File: config.mk
export PLATFORM = sky130hd
export DESIGN_NAME = wbs_timer
export DESIGN_NICKNAME = d
export VERILOG_FILES = /design/src/rtl/wbs_pkg.sv /design/src/rtl/tick_timer.sv /design/src/rtl/wbs_timer.sv
export SDC_FILE = /design/constraint.sdc
export NUM_CORES = 1
export LEC_CHECK = 0
export CAP_MARGIN = 20
export CORE_MARGIN = 2
export CORE_UTILIZATION = 55
export DETAILED_ROUTE_END_ITERATION = 7
export PLACE_DENSITY = 0.77
export SYNTH_ARGS = -nofsm -noshare
export SYNTH_HDL_FRONTEND = slang
export SYNTH_SLANG_ARGS = --single-unit
File: constraint.sdc
create_clock -name clk -period 8.3 [get_ports clk]
set_input_delay 1.66 -clock clk [delete_from_list [all_inputs] [get_ports clk]]
set_output_delay 1.66 -clock clk [all_outputs]
set_load 0.03 [all_outputs]
File: src/rtl/wbs_pkg.sv
// Shared definitions for the Wishbone timer responder: register offsets,
// bus FSM encoding, CTRL/STATUS field positions and datapath widths.
package wbs_pkg;

    localparam int COUNT_W = 32;
    localparam int PS_W    = 8;

    localparam logic [3:0] REG_ID      = 4'd0;
    localparam logic [3:0] REG_SCRATCH = 4'd1;
    localparam logic [3:0] REG_COUNT   = 4'd2;
    localparam logic [3:0] REG_COMPARE = 4'd3;
    localparam logic [3:0] REG_CTRL    = 4'd4;
    localparam logic [3:0] REG_STATUS  = 4'd5;

    localparam logic [1:0] ST_IDLE = 2'd0;
    localparam logic [1:0] ST_WAIT = 2'd1;
    localparam logic [1:0] ST_ACK  = 2'd2;

    localparam int CTRL_EN_BIT    = 0;
    localparam int CTRL_PS_LSB    = 8;
    localparam int STATUS_HIT_BIT = 0;

    // Builds the CTRL read value; unused bits always read as zero.
    function automatic logic [31:0] ctrl_pack(input logic en, input logic [PS_W-1:0] ps);
        logic [31:0] v;
        v = '0;
        v[CTRL_EN_BIT] = en;
        v[CTRL_PS_LSB +: PS_W] = ps;
        return v;
    endfunction

endpackage

File: src/rtl/tick_timer.sv
// Prescaled free-running counter with compare-match detection.
// match is combinational so the parent can raise irq and the sticky hit
// bit on the very edge the counter reaches the compare value.
module tick_timer import wbs_pkg::*; (
    input  logic               clk,
    input  logic               arstn,
    input  logic               load,
    input  logic [COUNT_W-1:0] load_val,
    input  logic [COUNT_W-1:0] compare,
    input  logic               enable,
    input  logic [PS_W-1:0]    prescale,
    output logic [COUNT_W-1:0] count,
    output logic               match
);

    logic [PS_W-1:0]    ps_cnt;
    logic               tick;
    logic [COUNT_W-1:0] count_next;

    assign tick       = enable && (ps_cnt == prescale);
    assign count_next = count + {{(COUNT_W-1){1'b0}}, 1'b1};
    // A load replaces the count this cycle, so no match is judged then.
    assign match      = tick && !load && (count_next == compare);

    // Prescaler: runs only while enabled, restarts from zero after each tick.
    always_ff @(posedge clk or negedge arstn) begin
        if (!arstn) begin
            ps_cnt <= '0;
        end else if (enable) begin
            if (tick) begin
                ps_cnt <= '0;
            end else begin
                ps_cnt <= ps_cnt + {{(PS_W-1){1'b0}}, 1'b1};
            end
        end
    end

    // Main counter: a bus load takes priority over a tick; wraps naturally.
    always_ff @(posedge clk or negedge arstn) begin
        if (!arstn) begin
            count <= '0;
        end else if (load) begin
            count <= load_val;
        end else if (tick) begin
            count <= count_next;
        end
    end

endmodule

File: src/rtl/wbs_timer.sv
// Wishbone responder exposing ID, SCRATCH, a prescaled 32-bit timer with
// compare-match, CTRL and a sticky STATUS hit bit. Acks after WAITS wait
// states; writes commit and read data loads on the edge that raises ack_o.
module wbs_timer import wbs_pkg::*; #(
    parameter logic [10:0] BASE  = 11'h000,
    parameter int unsigned WAITS = 1,
    parameter logic [31:0] ID    = 32'h0000_7131
) (
    input  logic        clk,
    input  logic        arstn,
    input  logic [14:0] adr_i,
    input  logic [31:0] dat_i,
    output logic [31:0] dat_o,
    input  logic        we_i,
    input  logic        stb_i,
    output logic        ack_o,
    output logic        irq_o
);

    localparam logic [3:0] WAIT_LOAD = (WAITS > 0) ? 4'(WAITS - 1) : 4'd0;

    logic [1:0]         state;
    logic [3:0]         wait_cnt;
    logic [3:0]         off_q;
    logic               we_q;
    logic [31:0]        wdat_q;

    logic [31:0]        scratch;
    logic [COUNT_W-1:0] compare;
    logic               ctrl_en;
    logic [PS_W-1:0]    ctrl_ps;
    logic               hit;

    logic               sel;
    logic               commit;
    logic               wr;
    logic               rd;
    logic               count_load;
    logic               status_clr;
    logic [COUNT_W-1:0] count;
    logic               match;
    logic [31:0]        rdata;

    assign sel        = stb_i && (adr_i[14:4] == BASE);
    assign commit     = (state == ST_ACK);
    assign wr         = commit && we_q;
    assign rd         = commit && !we_q;
    assign count_load = wr && (off_q == REG_COUNT);
    assign status_clr = wr && (off_q == REG_STATUS) && wdat_q[STATUS_HIT_BIT];

    tick_timer u_tick_timer (
        .clk      (clk),
        .arstn    (arstn),
        .load     (count_load),
        .load_val (wdat_q),
        .compare  (compare),
        .enable   (ctrl_en),
        .prescale (ctrl_ps),
        .count    (count),
        .match    (match)
    );

    // Bus FSM: capture request in IDLE, count wait states, then one ACK cycle.
    // IDLE ignores the strobe while ack_o is high because the initiator only
    // drops stb_i on the edge that samples the ack.
    always_ff @(posedge clk or negedge arstn) begin
        if (!arstn) begin
            state    <= ST_IDLE;
            wait_cnt <= '0;
            off_q    <= '0;
            we_q     <= 1'b0;
            wdat_q   <= '0;
        end else begin
            case (state)
                ST_IDLE: begin
                    if (sel && !ack_o) begin
                        off_q  <= adr_i[3:0];
                        we_q   <= we_i;
                        wdat_q <= dat_i;
                        if (WAITS > 0) begin
                            state    <= ST_WAIT;
                            wait_cnt <= WAIT_LOAD;
                        end else begin
                            state <= ST_ACK;
                        end
                    end
                end
                ST_WAIT: begin
                    if (wait_cnt == 4'd0) begin
                        state <= ST_ACK;
                    end else begin
                        wait_cnt <= wait_cnt - 4'd1;
                    end
                end
                ST_ACK: begin
                    state <= ST_IDLE;
                end
                default: begin
                    state <= ST_IDLE;
                end
            endcase
        end
    end

    // Acknowledge: registered so it rises on the same edge the access commits.
    always_ff @(posedge clk or negedge arstn) begin
        if (!arstn) begin
            ack_o <= 1'b0;
        end else begin
            ack_o <= commit;
        end
    end

    // Writable registers: SCRATCH, COMPARE and CTRL update on a write commit.
    always_ff @(posedge clk or negedge arstn) begin
        if (!arstn) begin
            scratch <= '0;
            compare <= '0;
            ctrl_en <= 1'b0;
            ctrl_ps <= '0;
        end else if (wr) begin
            case (off_q)
                REG_SCRATCH: scratch <= wdat_q;
                REG_COMPARE: compare <= wdat_q;
                REG_CTRL: begin
                    ctrl_en <= wdat_q[CTRL_EN_BIT];
                    ctrl_ps <= wdat_q[CTRL_PS_LSB +: PS_W];
                end
                default: ;
            endcase
        end
    end

    // Sticky hit and one-cycle irq; a new hit beats a simultaneous clear.
    always_ff @(posedge clk or negedge arstn) begin
        if (!arstn) begin
            hit   <= 1'b0;
            irq_o <= 1'b0;
        end else begin
            irq_o <= match;
            if (match) begin
                hit <= 1'b1;
            end else if (status_clr) begin
                hit <= 1'b0;
            end
        end
    end

    // Read mux: COUNT returns the value held before this edge's increment.
    always_comb begin
        rdata = '0;
        case (off_q)
            REG_ID:      rdata = ID;
            REG_SCRATCH: rdata = scratch;
            REG_COUNT:   rdata = count;
            REG_COMPARE: rdata = compare;
            REG_CTRL:    rdata = ctrl_pack(ctrl_en, ctrl_ps);
            REG_STATUS:  rdata[STATUS_HIT_BIT] = hit;
            default:     rdata = '0;
        endcase
    end

    // Read data register: loads on a read commit and holds until the next one.
    always_ff @(posedge clk or negedge arstn) begin
        if (!arstn) begin
            dat_o <= '0;
        end else if (rd) begin
            dat_o <= rdata;
        end
    end

endmodule

Yosys cells after proc, flatten, opt, wreduce, memory -nomap -nowiden
Cells that the tools add are included.
{ "word_totals": {"register_bits": 191, "output_inout_bits": 34, "input_bits": 51} }
{ "classes": {"n_eq_ne": 12, "n_addsub": 3, "n_reduce_logical": 26, "n_mux": 13} }
{ "op_table": {"columns": ["cell", "count"], "rows": [
  ["one-hot mux 31 bit (5 select lines)", 1],
  ["two-way mux 32 bit", 2],
  ["adder 32 x 1 -> 32 bit (second input constant)", 1],
  ["equality test 32 bit", 1],
  ["zero test 11 bit", 1],
  ["logical AND 1 bit", 10],
  ["AND reduction 2 bit", 5],
  ["adder 8 x 1 -> 8 bit (second input constant)", 1],
  ["equality test 4 x 2 -> 1 bit (second input constant)", 2],
  ["equality test 4 x 3 -> 1 bit (second input constant)", 2],
  ["equality test 8 bit", 1],
  ["zero test 4 bit", 2],
  ["two-way mux 4 bit", 2],
  ["two-way mux 8 bit", 1],
  ["one-hot mux 4 bit (2 select lines)", 1],
  ["inequality test 2 bit (second input constant)", 3],
  ["one-hot mux 1 bit (6 select lines)", 1],
  ["nonzero test 2 bit", 3],
  ["equality test 4 x 1 -> 1 bit (second input constant)", 1],
  ["two-way mux 2 bit", 2],
  ["one-hot mux 2 bit (2 select lines)", 1],
  ["subtractor 4 x 1 -> 4 bit (second input constant)", 1],
  ["zero test 1 bit", 3],
  ["AND reduction 3 bit", 1],
  ["other kinds (4)", 5]
]} }

Depth between registers and ports, before layout
Gate-level depths: netlist of run 1.
{ "logic_depth": {"word_depth": 7, "ltp_mapped": 9, "ltp_nobuf": 8} }

By module
A second synthesis of run 1 with hierarchy kept.
{ "hier_totals": {"hier_cells": 872, "hier_area_um2": 9872.0} }
{ "modules_own_cells": {"columns": ["module", "area_each_um2", "instances", "cells_each", "seq_area_each_um2"], "rows": [
  ["wbs_timer", 6687.7, 1, 487, 3778.6],
  ["tick_timer", 3184.3, 1, 385, 1001.0]
]} }

Worst setup path before layout of run 1
Ideal clock, no wire load.
{ "synth_timing": {"kind": "input to register", "from": "input port adr_i[4]", "to": "register wait_cnt[3]", "required_ns": 8.181, "path_slack_ns": 5.444, "n_path_buf": 0, "arrival_ns": 2.737, "cell_stages": 6, "setup_ns": 0.119, "cell_sequence": "nor4_1 > nand4_1 > o21a_1 > nor4_1 > xor2_1 > and2_1"} }
{ "synth_between": {"elab_chain_len": 5} }
{ "synth_lines": {"columns": ["item", "line", "text"], "rows": [
  ["start, declared", "wbs_timer.sv:11", "input logic [14:0] adr_i,"],
  ["zero test 11 bit", "wbs_timer.sv:44", "assign sel = stb_i && (adr_i[14:4] == BASE);"],
  ["logical AND 1 bit", "wbs_timer.sv:44", null],
  ["logical AND 1 bit", "wbs_timer.sv:76", "if (sel && !ack_o) begin"],
  ["inequality test 2 bit (no source line)", null, null],
  ["AND reduction 3 bit (no source line)", null, null],
  ["end signal, assigned", "wbs_timer.sv:92", "wait_cnt <= wait_cnt - 4'd1;"],
  ["end, declared", "wbs_timer.sv:23", "logic [3:0] wait_cnt;"]
]} }
No other way between the ends.
A chain may end at the register's enable or synchronous reset.

Final worst setup path of run 1
{ "layout_timing": {"from": "register off_q[0]", "to": "register compare[1]"} }
{ "layout_between": {"elab_chain_len": 2} }
{ "layout_lines": {"columns": ["item", "line", "text"], "rows": [
  ["start, declared", "wbs_timer.sv:24", "logic [3:0] off_q;"],
  ["start signal, assigned", "wbs_timer.sv:77", "off_q <= adr_i[3:0];"],
  ["equality test 4 x 2 -> 1 bit", "wbs_timer.sv:122", "case (off_q)"],
  ["AND reduction 2 bit (no source line)", null, null],
  ["end signal, assigned", "wbs_timer.sv:124", "REG_COMPARE: compare <= wdat_q;"],
  ["end, declared", "wbs_timer.sv:29", "logic [COUNT_W-1:0] compare;"]
]} }
No other way between the ends.

==> results of run 1 <==
[sequential cells by signal, summed over array words and instances, names as in the netlist]
name                 count
ack_o                    1
compare                 32
ctrl_en                  1
ctrl_ps                  8
dat_o                   32
hit                      1
irq_o                    1
off_q                    4
scratch                 32
state                    2
u_tick_timer.count      32
u_tick_timer.ps_cnt      8
wait_cnt                 4
wdat_q                  32
we_q                     1
[cell families (layout without fill, tap and decap cells)]
family          count (synthesis)  in the layout  synth area share
flops                         191            191             0.497
simple gates                  258            258             0.135
fa+ha+maj                       4              4           0.00520
buf+inv                        79            147            0.0319
mux                           131            131             0.153
xor+xnor                       88             88            0.0801
compound gates                148            148            0.0986
[cell type report]
cell class                 instances  share of cell area
multi-input combinational        629               0.405
sequential                       191               0.427
tap                              225              0.0251
timing repair buffer              98              0.0845
inverter                          17             0.00570
clock buffer                      20              0.0408
clock inverter                    12              0.0122
[metrics by stage]
stage	utilization	instances	hold slack (ns)	setup slack (ns)	power (mW)
6_report	0.652	1192	0.486	5.03	1.95
5_1_grt	0.652	1192	0.498	4.87	2.02
4_1_cts	0.652	1190	0.488	5.08	1.97
3_5_place_dp	0.617	1158	0.471	4.65	1.15
3_3_place_gp	0.617	1158	0.461	4.67	1.14
2_1_floorplan	-	899	0.471	5.44	1.06
[worst min-delay path, cell delays in order (launching register included)]
cell     delay, ns
dfrtp_1       0.35
nand2_1       0.05
o21ai_0       0.06
[worst paths after layout]
check	start	end	slack, ns	cells past startpoint
worst max-delay path	off_q[0]$_DFFE_PN0P_	compare[1]$_DFFE_PN0P_	5.03	5
worst min-delay path	dat_o[24]$_DFFE_PN0P_	dat_o[24]$_DFFE_PN0P_	0.49	2
worst max register to register	off_q[0]$_DFFE_PN0P_	compare[1]$_DFFE_PN0P_	5.03	5
worst min register to register	dat_o[24]$_DFFE_PN0P_	dat_o[24]$_DFFE_PN0P_	0.49	2
max in group asynchronous	arstn	compare[13]$_DFFE_PN0P_	5.76	2
min in group asynchronous	arstn	wdat_q[8]$_DFFE_PN0P_	1.26	1
[metal layers]
metal,up-vias,global-route usage
li1,3294,-
met2,183,0.435
met3,21,0.0440
met1,3514,0.341
met5,-,0
met4,0,0.0700
[report_power, final]
part           switching [mW]  internal [mW]  leakage, nW
Combinational          0.0780         0.0741         2.08
Clock                   0.363          0.462        0.283
Sequential             0.0198          0.957         2.65
[synth_stat cells, types with 3 or more instances]
library cell  instances  area, µm²
inv_1                17       63.8
xnor2_1              60        526
a21o_1                3       22.5
and4_1                3       26.3
xor2_1               28        245
a221oi_1              4       35.0
nor2b_1               9       56.3
buf_2                 4       20.0
ha_1                  4       50.1
and3_1                4       25.0
or3_1                10       62.6
a22o_1                8       70.1
mux2_2              125       1410
nor3b_1               4       30.0
a221o_1               4       40.0
o21ai_0              42        210
nand2_1              70        263
or4_1                 3       22.5
nor3_1               18       90.1
a21oi_1              39        195
nor4_1               10       62.6
nand3_1              16       80.1
dfrtp_1             191       4780
mux2i_1               6       60.1
and2_1                5       31.3
nor2_1               69        259
buf_1                 8       30.0
nand2b_1              5       31.3
clkbuf_1             48        180
a22oi_1              31        233
nand4_1              22        138
==> impl_metrics.csv, run 1 <==
group,metric,value,unit
timing,timing_worst_slew_pin_value,0.917,ns
timing,setup_viol,0,
synthesis,synth.distinct_cells,54,
setup_path,cp.buffers_inverters,2,
cells_and_area,register_area,4780,µm²
pwr,power_density,174,nW/µm²
clocking,cts_root_buf,"clkbuf_16",
synthesis,synth.avg_cell_area,10.7,µm²
synthesis,ys_warn_count,0,
global_route,antenna_found_initial,0,
setup_path,cpMaxStageDelayCell,"nor2b_2",
timing,fin_crit_sh,0.394,
timing,hold_violations,0,
drt,maxUsedRoutingLayer,"met4",
global_route,grt_usage,0.256,
pwr,vdd_drop_max,0.158,mV
floorplan,boundaryPins,85,
placement,gp_congestion,0.868,
setup_path,cp-end-kind,"flip-flop",
setup_path,critPathRequiredTime,8.62,ns
setup_path,cp_top_family,"simple AND/OR/NAND/NOR gates",
cells_and_area,drive_above_1_share,0.187,
synthesis,synth.ff_latch_count,191,
floorplan,core-area,17200,µm²
global_route,overflow,0,
drt,vias,7012,
drt,detail_route.vias_per_cell,5.88,
pwr,p_leak,5.01,nW
clocking,h-tree-depth,4,
global_route,grt_max_degree,80,
clocking,cts_buffers,17,
global_route,grt_first_pass_wirelength,36800,µm
timing,tns,0,ns
synthesis,synth_edf_count,0,
floorplan,num_rows,48,
cells_and_area,final_cell_area,11200,µm²
timing,skew,0.0104,ns
synthesis,ys_seq_area_frac,0.497,
clocking,post_cts_resized,0,
synthesis,syn_nets,954,
timing,max_freq,305,MHz
clocking,path_clk_slew,0.07,ns
setup_path,arrival,3.59,ns
cells_and_area,num-fill-cells,1409,
cells_and_area,area.growth.synth_to_final,16.5,%
drt,drt-total-wl,22300,µm
floorplan,dieWidth,136,µm
drt,dr.first_iter.drc_count,452,
clocking,cts_buffer_depth,2,
timing,fin_crit,3.27,ns
cells_and_area,multiInputGateArea,4540,µm²
setup_path,critPathLaunchType,"flip-flop",
placement,hpwl,15000,µm
placement,io_buffers,84,
drt,route.detailed.wl_per_inst,18.7,µm
synthesis,synth-main-ff-cell,"dfrtp_1",
placement,placed_area,10600,µm²
timing,finalMaxSlewViolations,0,
setup_path,crit_chain,"buf_4 -> and3_1 -> nor2b_2 -> buf_4 -> mux2_2",
min_path,hold_class,"reg -> reg",
floorplan,dieArea,18600,µm²
drt,first_pass_iters,4,
outcome,outcome,"finished, final reports clean",
clocking,clock_latency,0.44,ns
clocking,post_cts_buffers,0,
flow_run,cap_violations,0,
clocking,cts_sinks,191,
drt,dr_wl_met2,11200,µm
cells_and_area,layout_commonest_cell,"dfrtp_1",
synthesis,async_reset_ff_frac,1.00,
drt,wl_met3,1070,µm
floorplan,initial_core_util,0.560,
drt,drtAntennaViolNets,0,
floorplan,chipHeight,136,µm
clocking,hold_buffers,0,
drt,wl_met1,9750,µm
cells_and_area,final_cell_mix,"dfrtp_1 (191), mux2_2 (125), clkdlybuf4s50_1 (83)",
setup_path,cpPeakStageDelay,0.73,ns
timing,rsz0062_at_grt,"no",
clocking,cts_tree,"done",
cells_and_area,antennaDiodeCount,0,
setup_path,critPathMaxFanout,26,
setup_path,critPathKind,"reg -> reg",
global_route,grt_pass1_vias,7084,
setup_path,crit_top_cell,"buf_4",
synthesis,synthCells,899,
timing,slew-limit-headroom,0.381,
cells_and_area,nets,1009,
synthesis,netlist_area,9620,µm²
drt,route.detailed.drc,0,
No activity file was read; power rests on OpenSTA's default activity.
==> run 2, diff against run 1 <==
==> constraint.sdc (replaced) <==
create_clock -name clk -period 3.34 [get_ports clk]
set_input_delay 0.668 -clock clk [delete_from_list [all_inputs] [get_ports clk]]
set_output_delay 0.668 -clock clk [all_outputs]
set_load 0.03 [all_outputs]
==> run 2 against run 1 <==
Die area did not move. Critical endpoint is now hit$_DFFE_PN0P_. Utilization rose by 0.40 points. Setup slack got worse by 4.8 ns. Combinational power rose to 2.5 times the previous value. Via count rose by 1.5%. Critical path type unchanged. Flip-flop and latch count did not move. Sequential share of layout area fell by 0.26 points. Register-to-register slack got worse by 4.8 ns. Power rose by 140%. Highest routed layer unchanged.
==> impl_metrics.csv, run 2 (synthesis gave the netlist of run 1 again) <==
group,metric,value,unit
outcome,outcome,"finished, final reports clean",
global_route,grt_pass1_vias,7210,
cells_and_area,instances_no_fill,1205,
floorplan,dieArea,18600,µm²
timing,slew-limit-headroom,0.362,
floorplan,dieWidth,136,µm
global_route,overflow,0,
clocking,cts_buffers,17,
cells_and_area,nets,1023,
global_route,grt_usage,0.262,
cells_and_area,final_util,0.656,
pwr,p_switching,1.11,mW
min_path,hold_class,"in -> async",
flow_run,cap_violations,0,
timing,skew,0.00590,ns
global_route,antenna_found_initial,0,
timing,fin_crit,3.11,ns
pwr,pwr-share-seq,0.515,
floorplan,initial_core_util,0.560,
placement,io_buffers,84,
clocking,clock_latency,0.43,ns
setup_path,cp_top_family,"simple AND/OR/NAND/NOR gates",
drt,route.detailed.wl_per_inst,19.1,µm
drt,first_pass_iters,6,
setup_path,cp-end-kind,"flip-flop",
placement,gp_congestion,0.908,
setup_path,critPathLaunchType,"flip-flop",
setup_path,critPathKind,"reg -> reg",
clocking,path_clk_slew,0.07,ns
placement,dpl.cell_count,1174,
cells_and_area,antennaDiodeCount,0,
pwr,combPwrFrac,0.081,
timing,finalMaxSlewViolations,0,
floorplan,num_rows,48,
timing,holdWs,0.226,ns
cells_and_area,area.growth.synth_to_final,17.2,%
pwr,vdd_drop_max,0.358,mV
cells_and_area,num-fill-cells,1372,
drt,detail_route.vias_per_cell,5.91,
timing,hold_violations,0,
clocking,cts_root_buf,"clkbuf_16",
clocking,post_cts_buffers,0,
floorplan,chipHeight,136,µm
pwr,power.total,4.71,mW
pwr,power_density,418,nW/µm²
cells_and_area,drive_above_1_share,0.196,
drt,drt-total-wl,23100,µm
timing,max_freq,321,MHz
timing,fin_crit_sh,0.932,
drt,vias,7116,
timing,setup_ws,0.227,ns
setup_path,cpPeakStageDelay,0.64,ns
drt,drtAntennaViolNets,0,
timing,timing_worst_slew_pin_value,0.957,ns
floorplan,boundaryPins,85,
cells_and_area,final_cell_area,11300,µm²
setup_path,cpMaxStageDelayCell,"or4_1",
placement,post-place-ws,0.273,ns
global_route,grt_first_pass_wirelength,37400,µm
drt,dr.first_iter.drc_count,524,
clocking,cts_buffer_depth,2,
clocking,cts_tree,"done",
timing,setup_viol,0,
pwr,p_leak,5.06,nW
cells_and_area,layout_commonest_cell,"dfrtp_1",
global_route,grt_max_degree,71,
pwr,power.share.clock,0.404,
setup_path,arrival,3.46,ns
timing,tns,0,ns
setup_path,cp.buffers_inverters,0,
setup_path,critPathMaxFanout,9,
placement,hpwl,16000,µm
floorplan,core-area,17200,µm²
pwr,p_int,3.60,mW
setup_path,crit_chain,"ha_1 -> nand3_2 -> or4_1 -> or3_1 -> mux2i_1 -> nand4_1 -> or4_4 -> o31ai_2",
clocking,post_cts_resized,0,
clocking,hold_buffers,0,
cells_and_area,final_cell_mix,"dfrtp_1 (191), mux2_2 (125), clkdlybuf4s50_1 (83)",
drt,route.detailed.drc,0,
timing,rsz0062_at_grt,"no",
clocking,h-tree-depth,4,
pwr,swShare,0.235,
clocking,cts_sinks,191,
placement,placed_area,10700,µm²
setup_path,critPathRequiredTime,3.68,ns
## run 2: cell count changes in the layout (fill, tap and decap cells not counted)
cell	before	now
clkinv_4	4	1
buf_12	0	1
bufinv_16	2	1
buf_4	13	27
clkbuf_1	1	3
clkbuf_2	1	0
inv_6	1	0
clkinv_2	2	3
clkinvlp_4	3	5
clkbuf_8	3	2
## run 2: final cells by class
class                   count  area [µm²]  area share
clock inverters            10        91.3     0.00810
repair buffers            112        1070      0.0947
multi-input cells         629        4540       0.403
flip-flops and latches    191        4780       0.424
well taps                 225         282      0.0250
clock buffers              21         450      0.0400
inverters                  17        63.8     0.00566
## run 2: worst paths after layout
| path | start | end | slack [ns] | depth (start not counted) |
|---|---|---|---|---|
| max | u_tick_timer.count[1]$_DFFE_PN0P_ | hit$_DFFE_PN0P_ | 0.23 | 8 |
| min reg2reg | dat_o[7]$_DFFE_PN0P_ | dat_o[7]$_DFFE_PN0P_ | 0.48 | 2 |
| max in group asynchronous | arstn | dat_o[7]$_DFFE_PN0P_ | 2.29 | 2 |
| max reg2reg | u_tick_timer.count[1]$_DFFE_PN0P_ | hit$_DFFE_PN0P_ | 0.23 | 8 |
| min in group clk | dat_o[7]$_DFFE_PN0P_ | dat_o[7]$_DFFE_PN0P_ | 0.48 | 2 |
| min | arstn | scratch[9]$_DFFE_PN0P_ | 0.23 | 1 |
## run 2: power by group through the flow
stage          Clock, mW  Combinational, mW  Sequential [mW]
2_1_floorplan          0             0.0948             2.54
3_3_place_gp           0              0.377             2.47
3_5_place_dp           0              0.389             2.47
4_1_cts             1.93              0.391             2.43
5_1_grt             2.03              0.419             2.43
6_report            1.90              0.382             2.43
## run 2: worst register-to-register path, stage by stage (launching register included)
cell,delay (ns)
dfrtp_1,0.41
ha_1,0.26
nand3_2,0.21
or4_1,0.65
or3_1,0.49
mux2i_1,0.22
nand4_1,0.12
or4_4,0.45
o31ai_2,0.21
## run 2: metal layers
metal,global-route usage,up-vias,share of wire
li1,-,3308,-
met1,0.340,3612,0.43
met2,0.452,166,0.51
met3,0.0474,30,0.042
met4,0.0752,0,0.017
met5,0,-,0
==> run 3, diff against run 2 <==
--- a/config.mk
+++ b/config.mk
@@ -6,9 +6,10 @@
 export NUM_CORES = 1
 export LEC_CHECK = 0
 export CAP_MARGIN = 20
-export CORE_MARGIN = 2
+export CORE_MARGIN = 3
 export CORE_UTILIZATION = 55
 export DETAILED_ROUTE_END_ITERATION = 7
+export HOLD_SLACK_MARGIN = 0.02
 export PLACE_DENSITY = 0.77
 export SYNTH_ARGS = -nofsm -noshare
 export SYNTH_HDL_FRONTEND = slang
==> run 3 against run 2 <==
Non-clock buffer count is 5 lower. Clock-buffer cell count is 3 lower. Clock skew is 0.0047 ns higher. Flip-flop and latch count stayed put. Final cell count is 1.0% lower. Via count is 1.2% lower. Power is 3.8% higher. First-iteration DRC count is 19% lower. Sequential share of layout area hardly changed. Combinational power is 1% lower. Register-to-register slack better by 0.12 ns.
==> impl_metrics.csv, run 3 (synthesis gave the netlist of run 1 again) <==
group,metric,value,unit
timing,slew-limit-headroom,0.295,
placement,hpwl,15700,µm
global_route,busiest_layer,"met2",
timing,tns,0,ns
cells_and_area,nets,1018,
global_route,antenna_found_initial,0,
pwr,p_leak,5.07,nW
clocking,h-tree-depth,4,
floorplan,boundaryPins,85,
setup_path,ff2ff_setup_slack,0.35,ns
placement,io_buffers,84,
drt,drtAntennaViolNets,0,
pwr,swShare,0.231,
cells_and_area,area.growth.synth_to_final,17.3,%
timing,finalMaxSlewViolations,0,
floorplan,dieArea,19100,µm²
floorplan,num_rows,47,
floorplan,core-area,16800,µm²
clocking,post_cts_resized,0,
setup_path,cpPeakStageDelay,0.58,ns
clocking,cts_tree,"done",
global_route,grt.met1_usage,0.326,
setup_path,crit_chain,"ha_1 -> nand3_2 -> or4_1 -> or3_1 -> mux2i_1 -> nand4_1 -> or4_4 -> o31ai_2",
timing,timing_worst_slew_pin_value,1.05,ns
setup_path,r2r-start,"u_tick_timer.count[0]$_DFFE_PN0P_",
timing,fin_crit,2.99,ns
setup_path,r2r-end,"hit$_DFFE_PN0P_",
drt,route.detailed.drc,0,
pwr,combPwrFrac,0.077,
pwr,power.share.clock,0.427,
placement,gp_congestion,0.935,
cells_and_area,layout_commonest_cell,"dfrtp_1",
floorplan,initial_core_util,0.572,
floorplan,dieWidth,138,µm
global_route,grt_max_degree,91,
pwr,power.total,4.89,mW
setup_path,critPathMaxFanout,7,
drt,dr.first_iter.drc_count,426,
global_route,grt_pass1_vias,7281,
global_route,grt_usage,0.245,
pwr,p_switching,1.13,mW
setup_path,critPathLaunchType,"flip-flop",
setup_path,critPathRequiredTime,3.68,ns
placement,post-place-ws,0.394,ns
timing,hold_violations,0,
clocking,clock_latency,0.43,ns
setup_path,cp_top_family,"simple AND/OR/NAND/NOR gates",
outcome,outcome,"finished, final reports clean",
setup_path,cp-end-kind,"flip-flop",
pwr,pwr-share-seq,0.495,
global_route,overflow,0,
cells_and_area,final_cell_mix,"dfrtp_1 (191), mux2_2 (125), clkdlybuf4s50_1 (83)",
global_route,grtUsageMet2,0.417,
clocking,cts_root_buf,"clkbuf_16",
global_route,grt_first_pass_wirelength,38200,µm
setup_path,cp.buffers_inverters,0,
pwr,power_density,433,nW/µm²
setup_path,arrival,3.34,ns
setup_path,cpMaxStageDelayCell,"or4_1",
drt,drt-total-wl,22900,µm
cells_and_area,drive_above_1_share,0.193,
clocking,cts_sinks,191,
global_route,use_met3,0.0466,
cells_and_area,multiInputGateArea,4540,µm²
drt,route.detailed.wl_per_inst,19.2,µm
timing,setup_viol,0,
drt,detail_route.vias_per_cell,5.89,
clocking,path_clk_slew,0.07,ns
timing,max_freq,334,MHz
timing,rsz0062_at_grt,"no",
timing,setup_ws,0.346,ns
clocking,cts_buffers,17,
pwr,p_int,3.76,mW
pwr,vdd_drop_max,0.648,mV
clocking,hold_buffers,0,
timing,skew,0.0106,ns
timing,holdWs,0.284,ns
placement,placed_area,10700,µm²
drt,vias,7029,
flow_run,cap_violations,0,
min_path,hold_class,"in -> async",
cells_and_area,final_cell_area,11300,µm²
floorplan,chipHeight,138,µm
setup_path,ff2ff_path_depth,8,
timing,fin_crit_sh,0.896,
clocking,cts_buffer_depth,2,
setup_path,critPathKind,"reg -> reg",
cells_and_area,antennaDiodeCount,0,
drt,first_pass_iters,5,
cells_and_area,num-fill-cells,1320,
cells_and_area,register_area,4780,µm²
clocking,post_cts_buffers,0,
==> run 3: cell count changes in the layout (fill, tap and decap cells not counted) <==
cell,delta
buf_4,-5
inv_6,+4
clkbuf_1,-3
clkinv_4,+1
clkinvlp_4,-3
clkinv_2,-3
bufinv_16,+2
==> run 3: power by group through the flow <==
stage | combinational [mW] | clock [mW] | sequential [mW]
global route | 0.411 | 2.21 | 2.43
global placement | 0.377 | 0 | 2.47
detailed placement | 0.384 | 0 | 2.47
finish | 0.378 | 2.09 | 2.42
CTS | 0.387 | 2.12 | 2.42
floorplan | 0.0948 | 0 | 2.54
==> run 3: per-stage QoR <==
step	cells	util
3_3_place_gp	1164	0.635
6_report	1193	0.671
2_1_floorplan	899	-
5_1_grt	1193	0.671
3_5_place_dp	1164	0.635
4_1_cts	1193	0.671
==> run 3: final cells by class <==
| type | count | share of cell area |
|---|---|---|
| clock buffers | 18 | 0.0389 |
| clock inverters | 11 | 0.0140 |
| inverters | 17 | 0.00566 |
| well taps | 220 | 0.0244 |
| flip-flops and latches | 191 | 0.424 |
| multi-input cells | 629 | 0.402 |
| repair buffers | 107 | 0.0913 |
==> run 3: worst max path at each step <==
stage,startpoint,depth (start not counted),slack [ns],to
after floorplan,u_tick_timer.count[0]$_DFFE_PN0P_,9,0.53,hit$_DFFE_PN0P_
after global placement,u_tick_timer.count[0]$_DFFE_PN0P_,8,0.45,hit$_DFFE_PN0P_
after detailed placement,u_tick_timer.count[0]$_DFFE_PN0P_,8,0.39,hit$_DFFE_PN0P_
after CTS,u_tick_timer.count[0]$_DFFE_PN0P_,8,0.37,hit$_DFFE_PN0P_
after global routing,u_tick_timer.count[0]$_DFFE_PN0P_,8,0.16,hit$_DFFE_PN0P_
final,u_tick_timer.count[0]$_DFFE_PN0P_,8,0.35,hit$_DFFE_PN0P_
==> run 3: routing by layer <==
metal	wire length [µm]	part of all wire
met1	10100	0.44
met2	11600	0.51
met3	813	0.035
met4	367	0.016
met5	0	0
